$ cat src/rtl/psg_pkg.sv
// Shared constants and width helpers for the PSG DAC output stage.
package psg_pkg;

    localparam int DEF_NUM_CHANNELS = 3;
    localparam int DEF_VOL_BITS     = 4;

    function automatic int therm_width(input int vol_bits);
        return (1 << vol_bits) - 1;
    endfunction

    function automatic int chan_width(input int num_channels);
        return (num_channels > 1) ? $clog2(num_channels) : 1;
    endfunction

endpackage

$ cat src/rtl/psg_dac_lane.sv
// One DAC channel: active level register plus registered thermometer and PWM outputs.
// With PSG_DAC_SLEW_EN the active level ramps one step per period toward a target.
module psg_dac_lane
    import psg_pkg::*;
#(
    parameter  int VOL_BITS = DEF_VOL_BITS,
    localparam int THERM    = therm_width(VOL_BITS)
) (
    input  logic                clk,
    input  logic                rst,
    input  logic                ena,
    input  logic                wrap,
    input  logic                load,
    input  logic [VOL_BITS-1:0] load_level,
    input  logic [VOL_BITS-1:0] cnt,
    output logic [THERM-1:0]    dac,
    output logic                pwm
`ifdef PSG_DAC_SLEW_EN
    ,
    output logic                slewing
`endif
);

    logic [VOL_BITS-1:0] active;
    logic [THERM-1:0]    therm;

`ifdef PSG_DAC_SLEW_EN
    logic [VOL_BITS-1:0] target;
    logic [VOL_BITS-1:0] goal;

    // The loading wrap already steps toward the new level.
    assign goal = load ? load_level : target;

    always_ff @(posedge clk or posedge rst) begin
        if (rst) begin
            active <= '0;
            target <= '0;
        end else if (wrap) begin
            if (load)
                target <= load_level;
            if (active < goal)
                active <= active + 1'b1;
            else if (active > goal)
                active <= active - 1'b1;
        end
    end

    assign slewing = (active != target);
`else
    always_ff @(posedge clk or posedge rst) begin
        if (rst)
            active <= '0;
        else if (load)
            active <= load_level;
    end
`endif

    always_comb begin
        therm = '0;
        for (int i = 0; i < THERM; i++)
            therm[i] = (VOL_BITS'(i) < active);
    end

    always_ff @(posedge clk or posedge rst) begin
        if (rst) begin
            dac <= '0;
            pwm <= 1'b0;
        end else if (ena) begin
            dac <= therm;
            pwm <= (cnt < active);
        end
    end

endmodule

$ cat src/rtl/psg_dac_channel_ctrl.sv
// PSG DAC channel controller: volume write port, shadow levels, period-aligned commit.
// Optional PSG_DAC_SLEW_EN adds per-channel ramping and the slewing output.
module psg_dac_channel_ctrl
    import psg_pkg::*;
#(
    parameter  int NUM_CHANNELS = DEF_NUM_CHANNELS,
    parameter  int VOL_BITS     = DEF_VOL_BITS,
    localparam int THERM        = therm_width(VOL_BITS),
    localparam int CW           = chan_width(NUM_CHANNELS)
) (
    input  logic                          clk,
    input  logic                          rst,
    input  logic                          ena,
    input  logic                          vol_valid,
    output logic                          vol_ready,
    input  logic [CW-1:0]                 vol_chan,
    input  logic [VOL_BITS-1:0]           vol_level,
    input  logic                          commit,
    output logic [NUM_CHANNELS*THERM-1:0] dac_ctrl,
    output logic [NUM_CHANNELS-1:0]       pwm_out,
    output logic                          period_start
`ifdef PSG_DAC_SLEW_EN
    ,
    output logic                          slewing
`endif
);

    logic [VOL_BITS-1:0] cnt;
    logic [VOL_BITS-1:0] shadow     [NUM_CHANNELS];
    logic [VOL_BITS-1:0] shadow_nxt [NUM_CHANNELS];
    logic                commit_pending;
    logic                write_fire;
    logic                wrap;
    logic                apply;

    assign vol_ready  = !commit_pending;
    assign write_fire = vol_valid && vol_ready;
    assign wrap       = ena && (cnt == VOL_BITS'(THERM - 1));
    assign apply      = wrap && (commit_pending || commit);

    // Lanes load from the next-state shadow so a write landing with the commit is included.
    always_comb begin
        for (int k = 0; k < NUM_CHANNELS; k++) begin
            shadow_nxt[k] = shadow[k];
            if (write_fire && (vol_chan == CW'(k)))
                shadow_nxt[k] = vol_level;
        end
    end

    always_ff @(posedge clk or posedge rst) begin
        if (rst) begin
            cnt            <= '0;
            commit_pending <= 1'b0;
            period_start   <= 1'b0;
            for (int k = 0; k < NUM_CHANNELS; k++)
                shadow[k] <= '0;
        end else begin
            for (int k = 0; k < NUM_CHANNELS; k++)
                shadow[k] <= shadow_nxt[k];
            period_start <= wrap;
            if (ena)
                cnt <= wrap ? '0 : cnt + 1'b1;
            if (apply)
                commit_pending <= 1'b0;
            else if (commit)
                commit_pending <= 1'b1;
        end
    end

`ifdef PSG_DAC_SLEW_EN
    logic [NUM_CHANNELS-1:0] lane_slew;
    assign slewing = |lane_slew;
`endif

    for (genvar k = 0; k < NUM_CHANNELS; k++) begin : g_lane
        psg_dac_lane #(.VOL_BITS(VOL_BITS)) u_lane (
            .clk        (clk),
            .rst        (rst),
            .ena        (ena),
            .wrap       (wrap),
            .load       (apply),
            .load_level (shadow_nxt[k]),
            .cnt        (cnt),
            .dac        (dac_ctrl[k*THERM +: THERM]),
            .pwm        (pwm_out[k])
`ifdef PSG_DAC_SLEW_EN
            ,
            .slewing    (lane_slew[k])
`endif
        );
    end

endmodule

$ cat config.mk
export PLATFORM = sky130hd
export DESIGN_NAME = psg_dac_channel_ctrl
export DESIGN_NICKNAME = d
export VERILOG_FILES = /design/src/rtl/psg_pkg.sv /design/src/rtl/psg_dac_lane.sv /design/src/rtl/psg_dac_channel_ctrl.sv
export SDC_FILE = /design/constraint.sdc
export NUM_CORES = 1
export LEC_CHECK = 0
export ABC_AREA = 1
export CAP_MARGIN = 20
export CORE_ASPECT_RATIO = 0.8
export CORE_MARGIN = 4
export CORE_UTILIZATION = 45
export DETAILED_ROUTE_END_ITERATION = 16
export PLACE_DENSITY = 0.81
export SYNTH_ARGS = -nofsm -noshare
export SYNTH_HDL_FRONTEND = slang
export SYNTH_SLANG_ARGS = --single-unit
$ cat constraint.sdc
create_clock -name clk -period 3.34 [get_ports clk]
set_input_delay 0.668 -clock clk [delete_from_list [all_inputs] [get_ports clk]]
set_output_delay 0.668 -clock clk [all_outputs]
set_load 0.005 [all_outputs]
==> results of run 1 <==
[cells in the mapped netlist (all sizes together)]
master	instances
nand2	133
dfrtp	78
inv	46
nand3	28
o21ai	27
nor2	21
a21oi	12
and2	12
ha	11
buf	9
o211ai	7
clkbuf	5
nor3	4
nor3b	3
a41oi	1
and3	1
[through the flow]
stage               utilization (%)  power, mW  hold WS (ps)
finish                         59.4       3.85           484
global route                   59.4       4.15           505
CTS                            59.1       3.88           486
detailed placement             55.7       2.97           469
global placement               55.7       2.90           461
floorplan                         -       2.27           450
[logic make-up (layout without fill, tap and decap cells)]
| family | after synthesis | count (layout) | synth area share, % |
|---|---|---|---|
| flip-flops | 78 | 78 | 56.4 |
| AO/OA/AOI/OAI | 47 | 47 | 7.41 |
| AND/OR/NAND/NOR | 202 | 202 | 24.8 |
| buffers and inverters | 60 | 124 | 7.45 |
| adder cells (fa/ha/maj) | 11 | 11 | 3.98 |
[where the power goes]
part           leakage [nW]  switching [mW]  total [mW]  internal [mW]
clock                 0.129           0.334       0.888          0.554
combinational          1.08           0.636        1.35          0.713
sequential            0.947           0.303        1.61           1.31
total                  2.16            1.27        3.85           2.58
[critical path, cell delays in order]
cell,delay (ps)
clkdlybuf4s50_1,460
buf_4,250
inv_2,380
nor3_1,390
a21oi_1,120
[state kept, by name (all words and copies together), names as in the netlist]
signal and count:
period_start 1, cnt 4, commit_pending 1, g_lane.u_lane.active 12, shadow 12, g_lane.u_lane.dac 45, g_lane.u_lane.pwm 3
[layout make-up]
type                    instances  share of cell area, %
well taps                     105                   2.98
flip-flops and latches         78                   44.3
clock inverters                 3                   2.04
inverters                      46                   3.91
clock buffers                  12                   3.74
repair buffers                 63                   14.7
multi-input cells             260                   28.4
[placed cells by master (no fill, tap or decap)]
cell             netlist  routed
o21ai_1                5       5
clkdlybuf4s50_1        0      60
clkbuf_8               0      12
buf_12                 0       2
nor2_1                19      19
buf_4                  6       1
bufinv_16              0       3
nor3b_1                3       3
o211ai_1               7       7
inv_1                 42      41
and3_1                 1       1
a41oi_1                1       1
a21oi_1               12      12
ha_1                  11      11
dfrtp_1               78      78
nand2_2                2       2
nor2_2                 1       1
nand3_1               28      28
nor2_4                 1       1
and2_1                12      12
o21ai_0               22      22
inv_2                  4       5
nor3_1                 4       4
nand2_1              131     131
[routing by layer]
metal	GRT usage [%]	wire, um	part of all wire, %
met5	0	0	0
met4	3.76	60	0.75
met3	6.33	479	6.0
met2	30.4	3770	47
met1	25.6	3650	46
[worst paths after layout]
| check | endpoint | slack [ps] | start |
|---|---|---|---|
| max | g_lane[2].u_lane.dac[0] | 1270 | ena |
| min | g_lane[1].u_lane.dac[7] | 480 | g_lane[1].u_lane.dac[7] |
| max reg2reg | g_lane[2].u_lane.active[0] | 1590 | cnt[0] |
| min reg2reg | g_lane[1].u_lane.dac[7] | 480 | g_lane[1].u_lane.dac[7] |
| max in group asynchronous | g_lane[2].u_lane.dac[6] | 2120 | rst |
| min in group asynchronous | shadow[6] | 520 | rst |
==> results by group, run 1 <==
Floorplanning
  – Die area: 0.00917 mm^2
  – Initial Utilization: 46.6%
  – Rows: 28
  – DIE HEIGHT: ~86 um
  – Die Width: about 110 um
  – Io pins: about 60
  – Core Region: ~0.0074 mm^2

Clock network
  – Worst-skew pair later-pin latency: roughly 350 ps
  – CTS max path bufs: 2
  – Clk root buf: clkbuf_8
  – Resize count post-CTS: 0
  – TritonCTS Sinks: just under 80
  – # Post-CTS Setup Buffers: 0
  – # hold bufs at CTS: 0
  – CTS tree: done
  – Num CTS Buffers: 9
  – H-tree Lvls: 3
  – Clk slew on worst S/H paths: ~80 ps

Timing
  – RSZ-0062 raised after global routing: false
  – Minimum clock period: around 2100 ps
  – Hold Vio Cnt, Final: 0
  – F_max: 0.482 GHz
  – Crit share post-route: 62.1%
  – Worst-Margin Slew: approximately 840 ps
  – Final setup viols: 0
  – Setup TNS: 0 ps
  – Setup WS post-layout: roughly 1300 ps
  – Max-slew headroom: between 40% and 50%
  – Skew final: 10.3 ps
  – Fin. max-slew vios: 0

Place
  – DP Worst Slack: between 900 and 1000 ps
  – Post-DP HPWL: around 5.6 mm
  – Placed Cells incl. Taps: approximately 550
  – PortBufs: 60
  – DP Area: around 0.0041 mm^2
  – GPL Wtd Cong: roughly 0.8

Setup path
  – CP endpoint kind: flop
  – Setup CP Type: in2reg
  – Critical Path AT: about 2300 ps
  – Worst-path maximum fanout: 53
  – R2r worst-path depth: 9
  – WP data required: between 3000 and 4000 ps
  – Startpoint Class: input pin

Synth
  – Area leader, netlist: dfrtp_1
  – Largest cells by area after synthesis: dfrtp_1 56%, nand2_1 14%, inv_1 4.6%
  – Syn. warnings: 0
  – Seq/Total Area, Yosys: a little under three fifths
  – Synth Instances: slightly below 400
  – Synth unique cells: 23
  – Mapped Avg Cell Area: between 8 and 9 um^2
  – Syn Nets: 420
  – Mapped Area: 0.00346 mm^2
  – Post-synth top area share: a little under three fifths
  – Register bit count reported by yosys: 78

Drt
  – Total number of vias: 2795
  – Wirelength, routed: 7.96 mm
  – Routed wire length per instance: roughly 14 um
  – DR DRC count: 0
  – Vias per inst: 4.93
  – Detailed Route Iter0 Violations: around 170
  – Drt pass-1 iters: 4
  – ANT nets after route: 0

Global routing
  – Gr usage total: around a fifth
  – Number of global-route vias before repair: about 2800
  – Initial antenna violation count: 0
  – Largest net degree at the start of global routing: 54
  – Grt total ovfl: 0
  – First-pass GRT wire length: 13.6 mm

Power and ir drop
  – P_leak: around 2.2 nW
  – Pwr Density: 873 mW/mm^2
  – Maximum VDD drop: 0.000472 V

Final layout
  – Fillcell total: 656
  – Nets@finish: 480
  – Diodes inserted: 0
  – Fin cells: 567
  – Design area: roughly 0.0044 mm^2
  – Reg area: between 0.0015 and 0.002 mm^2
  – Footprint of the multi-input gates: 0.00125 mm^2
  – Share of layout cells above drive strength 1: slightly below 6%
  – Layout Area Growth over Synthesis: 27.4%

Status
  – Status: finished, final reports clean

Min path
  – Hold Path Cell Cnt: 2
  – Hold WC Path Type: reg2reg

Job
  – Maxcap violations: 0
Power figures use the tool's default switching activity.
==> run 2, diff against run 1 <==
--- a/config.mk
+++ b/config.mk
@@ -11,7 +11,7 @@
 export CORE_MARGIN = 4
 export CORE_UTILIZATION = 45
 export DETAILED_ROUTE_END_ITERATION = 16
-export PLACE_DENSITY = 0.81
+export PLACE_DENSITY = 0.84
 export SYNTH_ARGS = -nofsm -noshare
 export SYNTH_HDL_FRONTEND = slang
 export SYNTH_SLANG_ARGS = --single-unit
==> constraint.sdc (replaced) <==
create_clock -name clk -period 1.87 [get_ports clk]
set_input_delay 0.374 -clock clk [delete_from_list [all_inputs] [get_ports clk]]
set_output_delay 0.374 -clock clk [all_outputs]
set_load 0.005 [all_outputs]
==> results by group, run 2 (synthesis results as in run 1) <==
Min path
  – Hold WC Path Type: in2async

Drt
  – Vias per inst: between 4 and 5
  – Total number of vias: roughly 2900
  – Routed wire length per instance: approximately 14 um
  – Wirelength, routed: 7.91 mm
  – ANT nets after route: 0
  – Detailed Route Iter0 Violations: about 140
  – DR DRC count: 0
  – Drt pass-1 iters: 4

Setup path
  – Register-to-Register Setup Slack: about 370 ps
  – Crit path buf inv count: 2
  – Worst-path maximum fanout: 3
  – CP endpoint kind: output pin
  – Crit path max-delay family: buffers and inverters
  – Setup CP Type: reg2out
  – CP max stage cell: clkdlybuf4s50_1
  – CP max stage delay: 490 ps
  – WP data required: 1500 ps
  – Critical Path AT: between 1000 and 1500 ps
  – Startpoint Class: flop
  – Critical path, cell by cell: inv_1 -> clkdlybuf4s50_1

Timing
  – F_max: approximately 0.6 GHz
  – Fin. max-slew vios: 0
  – Final setup viols: 0
  – Max-slew headroom: ~73%
  – Worst-Margin Slew: ~410 ps
  – RSZ-0062 raised after global routing: false
  – Minimum clock period: approximately 1700 ps
  – Crit share post-route: 89.0%
  – Setup TNS: 0 ps
  – Skew final: roughly 8 ps
  – Hold Vio Cnt, Final: 0

Place
  – GPL Wtd Cong: a little over 0.8
  – Post-DP HPWL: between 5 and 6 mm
  – Placed Cells incl. Taps: around 560
  – PortBufs: 60

Power and ir drop
  – P_leak: between 2 and 2.5 nW
  – Maximum VDD drop: between 0.0006 and 0.0007 V
  – Pwr Density: approximately 1500 mW/mm^2
  – Pwr Total: roughly 6.7 mW

Clock network
  – Clk slew on worst S/H paths: approximately 70 ps
  – Num CTS Buffers: 9
  – CTS max path bufs: 2
  – # Post-CTS Setup Buffers: 0
  – Clk root buf: clkbuf_8
  – Resize count post-CTS: 0
  – CTS tree: done
  – Worst-skew pair later-pin latency: 350 ps
  – H-tree Lvls: 3
  – TritonCTS Sinks: 78
  – # hold bufs at CTS: 0

Floorplanning
  – Die area: just over 0.009 mm^2
  – Io pins: between 60 and 70
  – Die Width: around 110 um
  – Initial Utilization: 46.6%
  – Core Region: about 0.0074 mm^2
  – DIE HEIGHT: 86.4 um
  – Rows: 28

Final layout
  – Top Registers: g_lane.u_lane.dac (45), g_lane.u_lane.active (12), shadow (12)
  – Layout Area Growth over Synthesis: 28.4%
  – Fillcell total: 660
  – Commonest non-fill, non-tap cell in the layout: nand2_1
  – Share of layout cells above drive strength 1: approximately 7.4%
  – Biggest register: g_lane.u_lane.dac
  – Diodes inserted: 0
  – Max FFs per register: 45
  – Most frequent cells in the layout: 131 x nand2_1, 78 x dfrtp_1, 60 x clkdlybuf4s50_1
  – Nets@finish: slightly below 500
  – Fin cells: about 580

Global routing
  – Grt total ovfl: 0
  – Largest net degree at the start of global routing: 79
  – First-pass GRT wire length: 13.8 mm
  – Initial antenna violation count: 0
  – Gr usage total: 19.0%
  – Number of global-route vias before repair: between 2000 and 3000

Job
  – Maxcap violations: 0

Status
  – Status: finished, final reports clean
[run 2: changes by cell type in the layout (fill, tap and decap cells not counted), moves of 2 or more]
cell,before,now
buf_4,1,7
inv_6,0,2
clkbuf_8,12,9
clkinv_2,0,2
[run 2: per-stage QoR]
stage	worst slack, ps	cell area (um^2)	hold WS [ps]	util [%]
finish	206	4440	473	59.8
global route	162	4440	509	59.8
CTS	184	4440	489	59.8
detailed placement	113	4220	467	56.9
global placement	163	4220	462	56.9
floorplan	520	3460	450	-
[run 2: final timing paths]
path	to	depth (start not counted)	from
worst max-delay path	vol_ready	2	commit_pending
worst min register to register	g_lane[1].u_lane.dac[9]	2	g_lane[1].u_lane.dac[9]
worst max register to register	g_lane[2].u_lane.active[3]	9	cnt[0]
min in group clk	g_lane[1].u_lane.dac[9]	2	g_lane[1].u_lane.dac[9]
worst min-delay path	shadow[6]	3	rst
max in group asynchronous	g_lane[0].u_lane.active[0]	3	rst
[run 2: per-layer routing]
layer / global-route usage, % / vias up / wire (um) / share of wire, %
met5: 0 / - / 0 / 0
met4: 7.18 / 0 / 161 / 2.0
met3: 5.51 / 17 / 483 / 6.1
met2: 30.2 / 91 / 3640 / 46
met1: 25.1 / 1368 / 3620 / 46
li1: - / 1386 / - / -
[run 2: layout make-up]
| cell class | instances | area, um^2 | share of cell area, % |
|---|---|---|---|
| flip-flops and latches | 78 | 1950 | 43.9 |
| multi-input cells | 260 | 1250 | 28.2 |
| repair buffers | 70 | 713 | 16.0 |
| inverters | 46 | 176 | 3.97 |
| well taps | 105 | 131 | 2.96 |
| clock buffers | 9 | 124 | 2.79 |
| clock inverters | 7 | 96.3 | 2.17 |
[run 2: worst reg2reg max path, cell delays in order (launching register included)]
cell     delay (ps)
dfrtp_1         400
inv_1           190
ha_1            210
nand2_1          70
inv_1            70
nand2_2          70
nor2_4          130
inv_2           120
nand2_1          90
nand2_1          50
[run 2: report_power, final]
part	internal, mW	switching (mW)
Clock	0.758	0.631
Sequential	2.34	0.548
Combinational	1.30	1.13
Total	4.40	2.31
==> run 3, diff against run 2 <==
--- a/config.mk
+++ b/config.mk
@@ -7,10 +7,11 @@
 export LEC_CHECK = 0
 export ABC_AREA = 1
 export CAP_MARGIN = 20
-export CORE_ASPECT_RATIO = 0.8
+export CORE_ASPECT_RATIO = 1.25
 export CORE_MARGIN = 4
 export CORE_UTILIZATION = 45
 export DETAILED_ROUTE_END_ITERATION = 16
+export GPL_ROUTABILITY_DRIVEN = 0
 export PLACE_DENSITY = 0.84
 export SYNTH_ARGS = -nofsm -noshare
 export SYNTH_HDL_FRONTEND = slang
==> results by group, run 3 (synthesis results as in run 1) <==
Drt
  – ANT nets after route: 0
  – Vias per inst: 4.95
  – DR DRC count: 0
  – Routed wire length per instance: ~13 um
  – Drt pass-1 iters: 5
  – Routed wl met2: roughly 3.9 mm
  – Detailed Route Iter0 Violations: ~220
  – Met3 Routed Length: 346 um
  – WL met1: between 3 and 4 mm
  – Total number of vias: around 2800
  – Wirelength, routed: ~7.4 mm
  – Max layer used: met4

Power and ir drop
  – P_leak: between 2 and 2.5 nW
  – Sequential share of power: 44.4%
  – Clk pwr share: between 10% and 20%
  – NetSw: 2.30 mW
  – Maximum VDD drop: 0.000667 V
  – Logic gate share of total power: between 30% and 40%
  – Internal: a little over 4 mW
  – Pwr Density: ~1500 mW/mm^2
  – Pwr Total: between 6 and 7 mW
  – Sw Share: 35.8%

Place
  – DP Worst Slack: between 40 and 50 ps
  – PortBufs: 60
  – Placed Cells incl. Taps: around 550
  – Post-DP HPWL: around 5.5 mm
  – DP Area: between 0.004 and 0.005 mm^2

Timing
  – Hold Vio Cnt, Final: 0
  – F_max: between 0.5 and 0.6 GHz
  – Max-slew headroom: 73.5%
  – Fin. max-slew vios: 0
  – Setup TNS: 0 ps
  – Worst-Margin Slew: ~400 ps
  – Setup WS post-layout: ~170 ps
  – RSZ-0062 raised after global routing: false
  – WHS: between 400 and 500 ps
  – Minimum clock period: between 1500 and 2000 ps
  – Crit share post-route: 90.8%
  – Skew final: around 13 ps
  – Final setup viols: 0

Global routing
  – Gr usage total: between 15 and 20%
  – Number of global-route vias before repair: approximately 2800
  – Initial antenna violation count: 0
  – Largest net degree at the start of global routing: 79
  – First-pass GRT wire length: between 10 and 15 mm
  – Grt total ovfl: 0

Clock network
  – Resize count post-CTS: 0
  – H-tree Lvls: 3
  – # Post-CTS Setup Buffers: 0
  – CTS tree: done
  – # hold bufs at CTS: 0
  – Clk root buf: clkbuf_8
  – Num CTS Buffers: 9
  – Worst-skew pair later-pin latency: 360 ps
  – CTS max path bufs: 2
  – Clk slew on worst S/H paths: 90 ps
  – TritonCTS Sinks: between 70 and 80

Floorplanning
  – Core Region: about 0.0074 mm^2
  – Initial Utilization: a little under half
  – Die area: approximately 0.0092 mm^2
  – DIE HEIGHT: around 110 um
  – Io pins: 61
  – Rows: 35
  – Die Width: ~86 um

Final layout
  – Most frequent cells in the layout: 131 x nand2_1, 78 x dfrtp_1, 60 x clkdlybuf4s50_1
  – Diodes inserted: 0
  – Design area: roughly 0.0044 mm^2
  – Layout Utilization: around three fifths
  – Layout Area Growth over Synthesis: 26.2%
  – Nets@finish: 486
  – Fillcell total: between 600 and 700
  – Share of layout cells above drive strength 1: under 10%
  – Max FFs per register: 45
  – Biggest register: g_lane.u_lane.dac
  – Top Registers: g_lane.u_lane.dac (45), g_lane.u_lane.active (12), shadow (12)
  – Commonest non-fill, non-tap cell in the layout: nand2_1
  – Fin cells: about 560

Setup path
  – Crit path buf inv count: 2
  – Register-to-Register Setup Slack: 310 ps
  – Worst-path maximum fanout: 3
  – CP max stage cell: clkdlybuf4s50_1
  – Critical Path AT: about 1300 ps
  – Startpoint Class: flop
  – Setup CP Type: reg2out
  – WP data required: about 1500 ps
  – CP max stage delay: 490 ps
  – R2r worst-path depth: 9
  – Critical path, cell by cell: inv_1 -> clkdlybuf4s50_1
  – Worst r2r src: cnt[0]
  – Crit Reg-Reg Endpoint: g_lane[0].u_lane.active[1]
  – Crit path max-delay family: buffers and inverters
  – CP endpoint kind: output pin

Min path
  – Hold WC Path Type: in2async

Job
  – Maxcap violations: 0

Status
  – Status: finished, final reports clean
==> run 3: cell types whose count changed in the layout (fill, tap and decap cells not counted), sizes merged <==
cell / before / now
clkinvlp: 1 / 4
bufinv: 2 / 0
clkinv: 3 / 1
buf: 10 / 9
inv: 47 / 48
==> run 3: final cells by class <==
cell class,instances,area (um^2),share of cell area (%)
Sequential cell,78,1950,44.7
Multi-Input combinational cell,260,1250,28.6
Timing Repair Buffer,69,693,15.9
Inverter,46,176,4.04
Clock buffer,9,124,2.84
Tap cell,92,115,2.63
Clock inverter,7,57.6,1.32
==> run 3: layer usage <==
layer / global-route usage (%) / up-vias
met5: 0 / -
met4: 5.57 / 0
met3: 4.88 / 7
met2: 30.2 / 67
met1: 22.0 / 1316
li1: - / 1386
==> run 3: worst min-delay path, cell delays in order <==
cell and delay [ps]:
clkdlybuf4s50_1 440, clkinvlp_4 90, buf_12 320
==> run 3: how the worst max path moves through the flow <==
stage                                            end  cells after the start  slack [ps]      startpoint
final                                      vol_ready                      2         170  commit_pending
after CTS                                  vol_ready                      2         140  commit_pending
after floorplan           g_lane[0].u_lane.active[1]                     10         520          cnt[0]
after global routing                       vol_ready                      2          90  commit_pending
after global placement    g_lane[2].u_lane.active[1]                      8         150             ena
after detailed placement    g_lane[1].u_lane.dac[13]                      6          50             ena
==> run 3: power groups by stage <==
| stage | clock [mW] | combinational [mW] | sequential, mW |
|---|---|---|---|
| floorplan | 0 | 1.28 | 2.77 |
| global placement | 0 | 2.30 | 2.86 |
| detailed placement | 0 | 2.43 | 2.89 |
| CTS | 1.18 | 2.46 | 2.86 |
| global route | 1.25 | 2.75 | 2.96 |
| finish | 1.14 | 2.43 | 2.86 |
==> RTL change 1 (settings of run 3) <==
The option `PSG_DAC_SLEW_EN` is turned on by a define.
--- a/src/rtl/psg_dac_lane.sv
+++ b/src/rtl/psg_dac_lane.sv
@@ -1,4 +1,6 @@
 // One DAC channel: active level register plus registered thermometer and PWM outputs.
 // With PSG_DAC_SLEW_EN the active level ramps one step per period toward a target.
+`define PSG_DAC_SLEW_EN
+
 module psg_dac_lane
     import psg_pkg::*;
Check against the original RTL (old outputs only; new: slewing): no difference found for any inputs over 10 cycles, from zero or initial values and one cycle with rst high; that may be too few to reach the edited logic, so the function may still have changed.
==> RTL change 1 against run 3 <==
The flow now finishes with violations (setup timing); critical path depth is 15 higher; worst hold slack worse by 0.11 ns; final area is 53% higher; sequential cell count is 12 higher; non-clock buffer count is 52 higher; worst setup slack worse by 0.68 ns; area after synthesis is 37% higher; power is 26% higher; wire length is 92% higher; largest cell class is now multi-input gates.
==> RTL change 1: results (changes against run 3) <==
| Metric | Value |
|---|---|
| Post-route setup slack | `-0.509 ns (was 0.172 ns)` |
| Setup Viol. Count Final | `13 (was 0)` |
| Pre-CTS setup slack | `-0.848 ns (was 0.0498 ns)` |
| Cell Area, Placed | `5820 µm² (was 4190 µm²)` |
| VDD IR max | `570 µV (was 667 µV)` |
| Slowest CP cell | `dfrtp_1 (was clkdlybuf4s50_1)` |
| Worst-Margin Slew | `0.373 ns (was 0.397 ns)` |
| Ratio of cells with drive above 1 in the final layout | `24.6% (was 7.25%)` |
| WL met2 | `7.30 mm (was 3.88 mm)` |
| Clock-net power | `1.62 mW (was 1.14 mW)` |
| CP peak stage delay | `0.39 ns (was 0.49 ns)` |
| Resized Gates After CTS | `53 (was 0)` |
| Placed Cells | `797 (was 545)` |
| Crit path arrival time | `2.61 ns (was 1.32 ns)` |
| Largest net degree at the start of global routing | `41 (was 79)` |
| Synth Instances | `583 (was 398)` |
| DR iter-0 viols | `325 (was 219)` |
| Setup Buffers After CTS | `3 (was 0)` |
| Crit-path max FO | `6 (was 3)` |
| Syn Nets | `626 (was 420)` |
| Layout Nets | `736 (was 486)` |
| Global-route wire length before repair | `21.1 mm (was 13.1 mm)` |
| Status | `finished with violations (was complete, no violations)` |
| Vias | `4584 (was 2776)` |
| Clock sinks | `90 (was 78)` |
| Logic power comb | `3.82 mW (was 2.43 mW)` |
| Sequential area share after synthesis | `47.3% (was 56.4%)` |
| Fill count | `758 (was 645)` |
| Via density | `5.56 (was 4.95)` |
| ClkCell Share | `3.73% (was 4.15%)` |
| Leakage | `3.26 nW (was 2.14 nW)` |
| Ranking of synthesized cells by area | `dfrtp_1 (47%), nand2_1 (16%), ha_1 (8.4%), inv_1 (4.0%), o21ai_0 (4.0%) (was dfrtp_1 (56%), nand2_1 (14%), inv_1 (4.6%), nand3_1 (4.0%), ha_1 (4.0%))` |
| PortBufs | `61 (was 60)` |
| Violated checks | `setup timing` |
| Setup TNS | `-5.31 ns (was 0 ns)` |
| CTS root buf | `clkbuf_16 (was clkbuf_8)` |
| Skew final | `0.00831 ns (was 0.0133 ns)` |
==> RTL change 1: cell families after synthesis <==
| family | Yosys count | synth area share (%) |
|---|---|---|
| buffers and inverters | 78 | 7.15 |
| XOR/XNOR | 11 | 2.02 |
| flip-flops | 90 | 47.3 |
| AO/OA/AOI/OAI | 84 | 9.89 |
| AND/OR/NAND/NOR | 288 | 25.2 |
| adder cells (fa/ha/maj) | 32 | 8.41 |
==> RTL change 1: worst paths after layout <==
path / slack [ns] / to / cells past startpoint
hold reg to reg: 0.48 / g_lane[0].u_lane.dac[7] / 2
hold / removal: 0.35 / g_lane[0].u_lane.dac[7] / 2
max in group asynchronous: 1.01 / shadow[11] / 3
setup reg to reg: -0.51 / g_lane[1].u_lane.active[3] / 17
setup / recovery: -0.51 / g_lane[1].u_lane.active[3] / 17
min in group clk: 0.48 / g_lane[0].u_lane.dac[7] / 2
==> RTL change 2 (flow settings as in run 3) <==
Made on the original files. Put a register stage on the output `pwm_out`, with the module's reset. The value now appears one clock later. The other outputs are not delayed to match.
--- a/src/rtl/psg_dac_channel_ctrl.sv
+++ b/src/rtl/psg_dac_channel_ctrl.sv
@@ -25,4 +25,6 @@
 `endif
 );
+
+    logic [NUM_CHANNELS-1:0] pwm_d;
 
     logic [VOL_BITS-1:0] cnt;
@@ -83,5 +85,5 @@
             .cnt        (cnt),
             .dac        (dac_ctrl[k*THERM +: THERM]),
-            .pwm        (pwm_out[k])
+            .pwm        (pwm_d[k])
 `ifdef PSG_DAC_SLEW_EN
             ,
@@ -91,4 +93,12 @@
     end
 
+    always_ff @(posedge clk or posedge rst) begin
+        if (rst) begin
+            pwm_out <= '0;
+        end else begin
+            pwm_out <= pwm_d;
+        end
+    end
+
 endmodule
 
Function: same outputs for any inputs over 10 cycles, from zero or initial values and one cycle with rst high; that may be too few to reach the edited logic, so the function may still have changed.
==> RTL change 2 against run 3 <==
Power rose by 8.7%; sequential cell count rose by 3; wire length fell by 1.5%; clock skew fell by 0.0032 ns; count of clock-buffer cells in the layout rose by 1; critical path type unchanged; worst setup slack got worse by 0.024 ns; critical path depth did not move; final area rose by 2.5%; area after synthesis rose by 1.4%; non-clock buffer count fell by 2.
==> RTL change 2: results (changes against run 3) <==
| Metric | Value |
|---|---|
| FF-to-FF Start | `cnt[1] (was cnt[0])` |
| Worst hold slack | `0.393 ns (was 0.462 ns)` |
| Vias in the first global route | `2773 (was 2793)` |
| Sequential area share after synthesis | `57.7% (was 56.4%)` |
| Inverters | `44 (was 46)` |
| Repair and plain buffers | `67 (was 69)` |
| WL met2 | `3.77 mm (was 3.88 mm)` |
| FF/Latch Area | `2030 µm² (was 1950 µm²)` |
| Layout Nets | `485 (was 486)` |
| Status | `complete, no violations (unchanged)` |
| Worst-Margin Slew | `0.526 ns (was 0.397 ns)` |
| Ratio of cells with drive above 1 in the final layout | `5.98% (was 7.25%)` |
| R2R setup slack | `0.36 ns (was 0.31 ns)` |
| Final non-clock buffer share | `14.9% (was 15.9%)` |
| Min-Delay Path Class | `flip-flop to flip-flop (was input port to async pin)` |
| VDD IR max | `638 µV (was 667 µV)` |
| Met3 wire length | `334 µm (was 346 µm)` |
| Post-DP HPWL | `5.29 mm (was 5.49 mm)` |
| Depth of the most critical reg-to-reg path | `8 (was 9)` |
| Synth Instances | `396 (was 398)` |
| Multi-input combinational area share | `27.9% (was 28.6%)` |
| Total track usage | `17.7% (was 17.9%)` |
| Crit path arrival time | `1.35 ns (was 1.32 ns)` |
| Leakage | `2.20 nW (was 2.14 nW)` |
| Register bit total from synthesis | `81 (was 78)` |
| Overall Power | `6.99 mW (was 6.43 mW)` |
| Area fraction in compound gates after synthesis | `6.99% (was 7.41%)` |
| Ranking of synthesized cells by area | `dfrtp_1 (58%), nand2_1 (14%), inv_1 (4.5%), ha_1 (3.9%), nand3_1 (3.8%) (was dfrtp_1 (56%), nand2_1 (14%), inv_1 (4.6%), nand3_1 (4.0%), ha_1 (4.0%))` |
| Skew final | `0.0101 ns (was 0.0133 ns)` |
| Internal cell power | `4.70 mW (was 4.13 mW)` |
| Max reg flops | `45 (unchanged)` |
| Wirelength per Cell | `13.0 µm (was 13.2 µm)` |
| Largest net degree at the start of global routing | `82 (was 79)` |
| Synth cell types | `25 (was 23)` |
| Global-route wire length before repair | `12.9 mm (was 13.1 mm)` |
| GR Layer Usage met2 | `28.8% (was 30.2%)` |
| Routed Wire Length | `7.29 mm (was 7.40 mm)` |
| Cell Area, Placed | `4230 µm² (was 4190 µm²)` |
| Layout Area Growth over Synthesis | `27.6% (was 26.2%)` |
| Max Clk Rate | `581 MHz (was 589 MHz)` |
| Fill count | `615 (was 645)` |
| Layout clock buffer count | `10 (was 9)` |
| Seq pwr share | `43.0% (was 44.4%)` |
| Placed Cells | `544 (was 545)` |
| Combinational share of power | `34.9% (was 37.8%)` |
| Met3 Track Usage GR | `3.00% (was 4.88%)` |
| Top post-synthesis cells by count | `nand2_1 (133), dfrtp_1 (81), inv_1 (42) (was nand2_1 (131), dfrtp_1 (78), inv_1 (42))` |
| Via density | `4.99 (was 4.95)` |
| Met1 Use GR | `21.9% (was 22.0%)` |
| Adder and majority gate portion of the synthesized area | `3.92% (was 3.98%)` |
| R2r endpoint | `g_lane[0].u_lane.active[3] (was g_lane[0].u_lane.active[1])` |
| Syn Nets | `418 (was 420)` |
RTL change 2: changes by cell type in the layout (fill, tap and decap cells not counted), sizes merged, moves of 2 or more:
cell / run 3 / this run
nor2: 21 / 26
o21ai: 27 / 21
clkinvlp: 4 / 2
clkinv: 1 / 3
bufinv: 0 / 3
inv: 48 / 42
dfrtp: 78 / 81
buf: 9 / 7
RTL change 2: cells by family after synthesis:
group	count (synthesis)
AOI/OAI and AO/OA	43
adders and majority gates	11
buffers and inverters	55
DFF	81
and+or+nand+nor	206
RTL change 2: how the worst max path moves through the flow:
stage | from | end | cells past startpoint
after global routing | commit_pending | vol_ready | 2
after CTS | commit_pending | vol_ready | 2
after global placement | ena | g_lane[2].u_lane.dac[12] | 6
after floorplan | cnt[0] | g_lane[0].u_lane.active[1] | 10
final | commit_pending | vol_ready | 2
after detailed placement | ena | g_lane[2].u_lane.dac[12] | 6
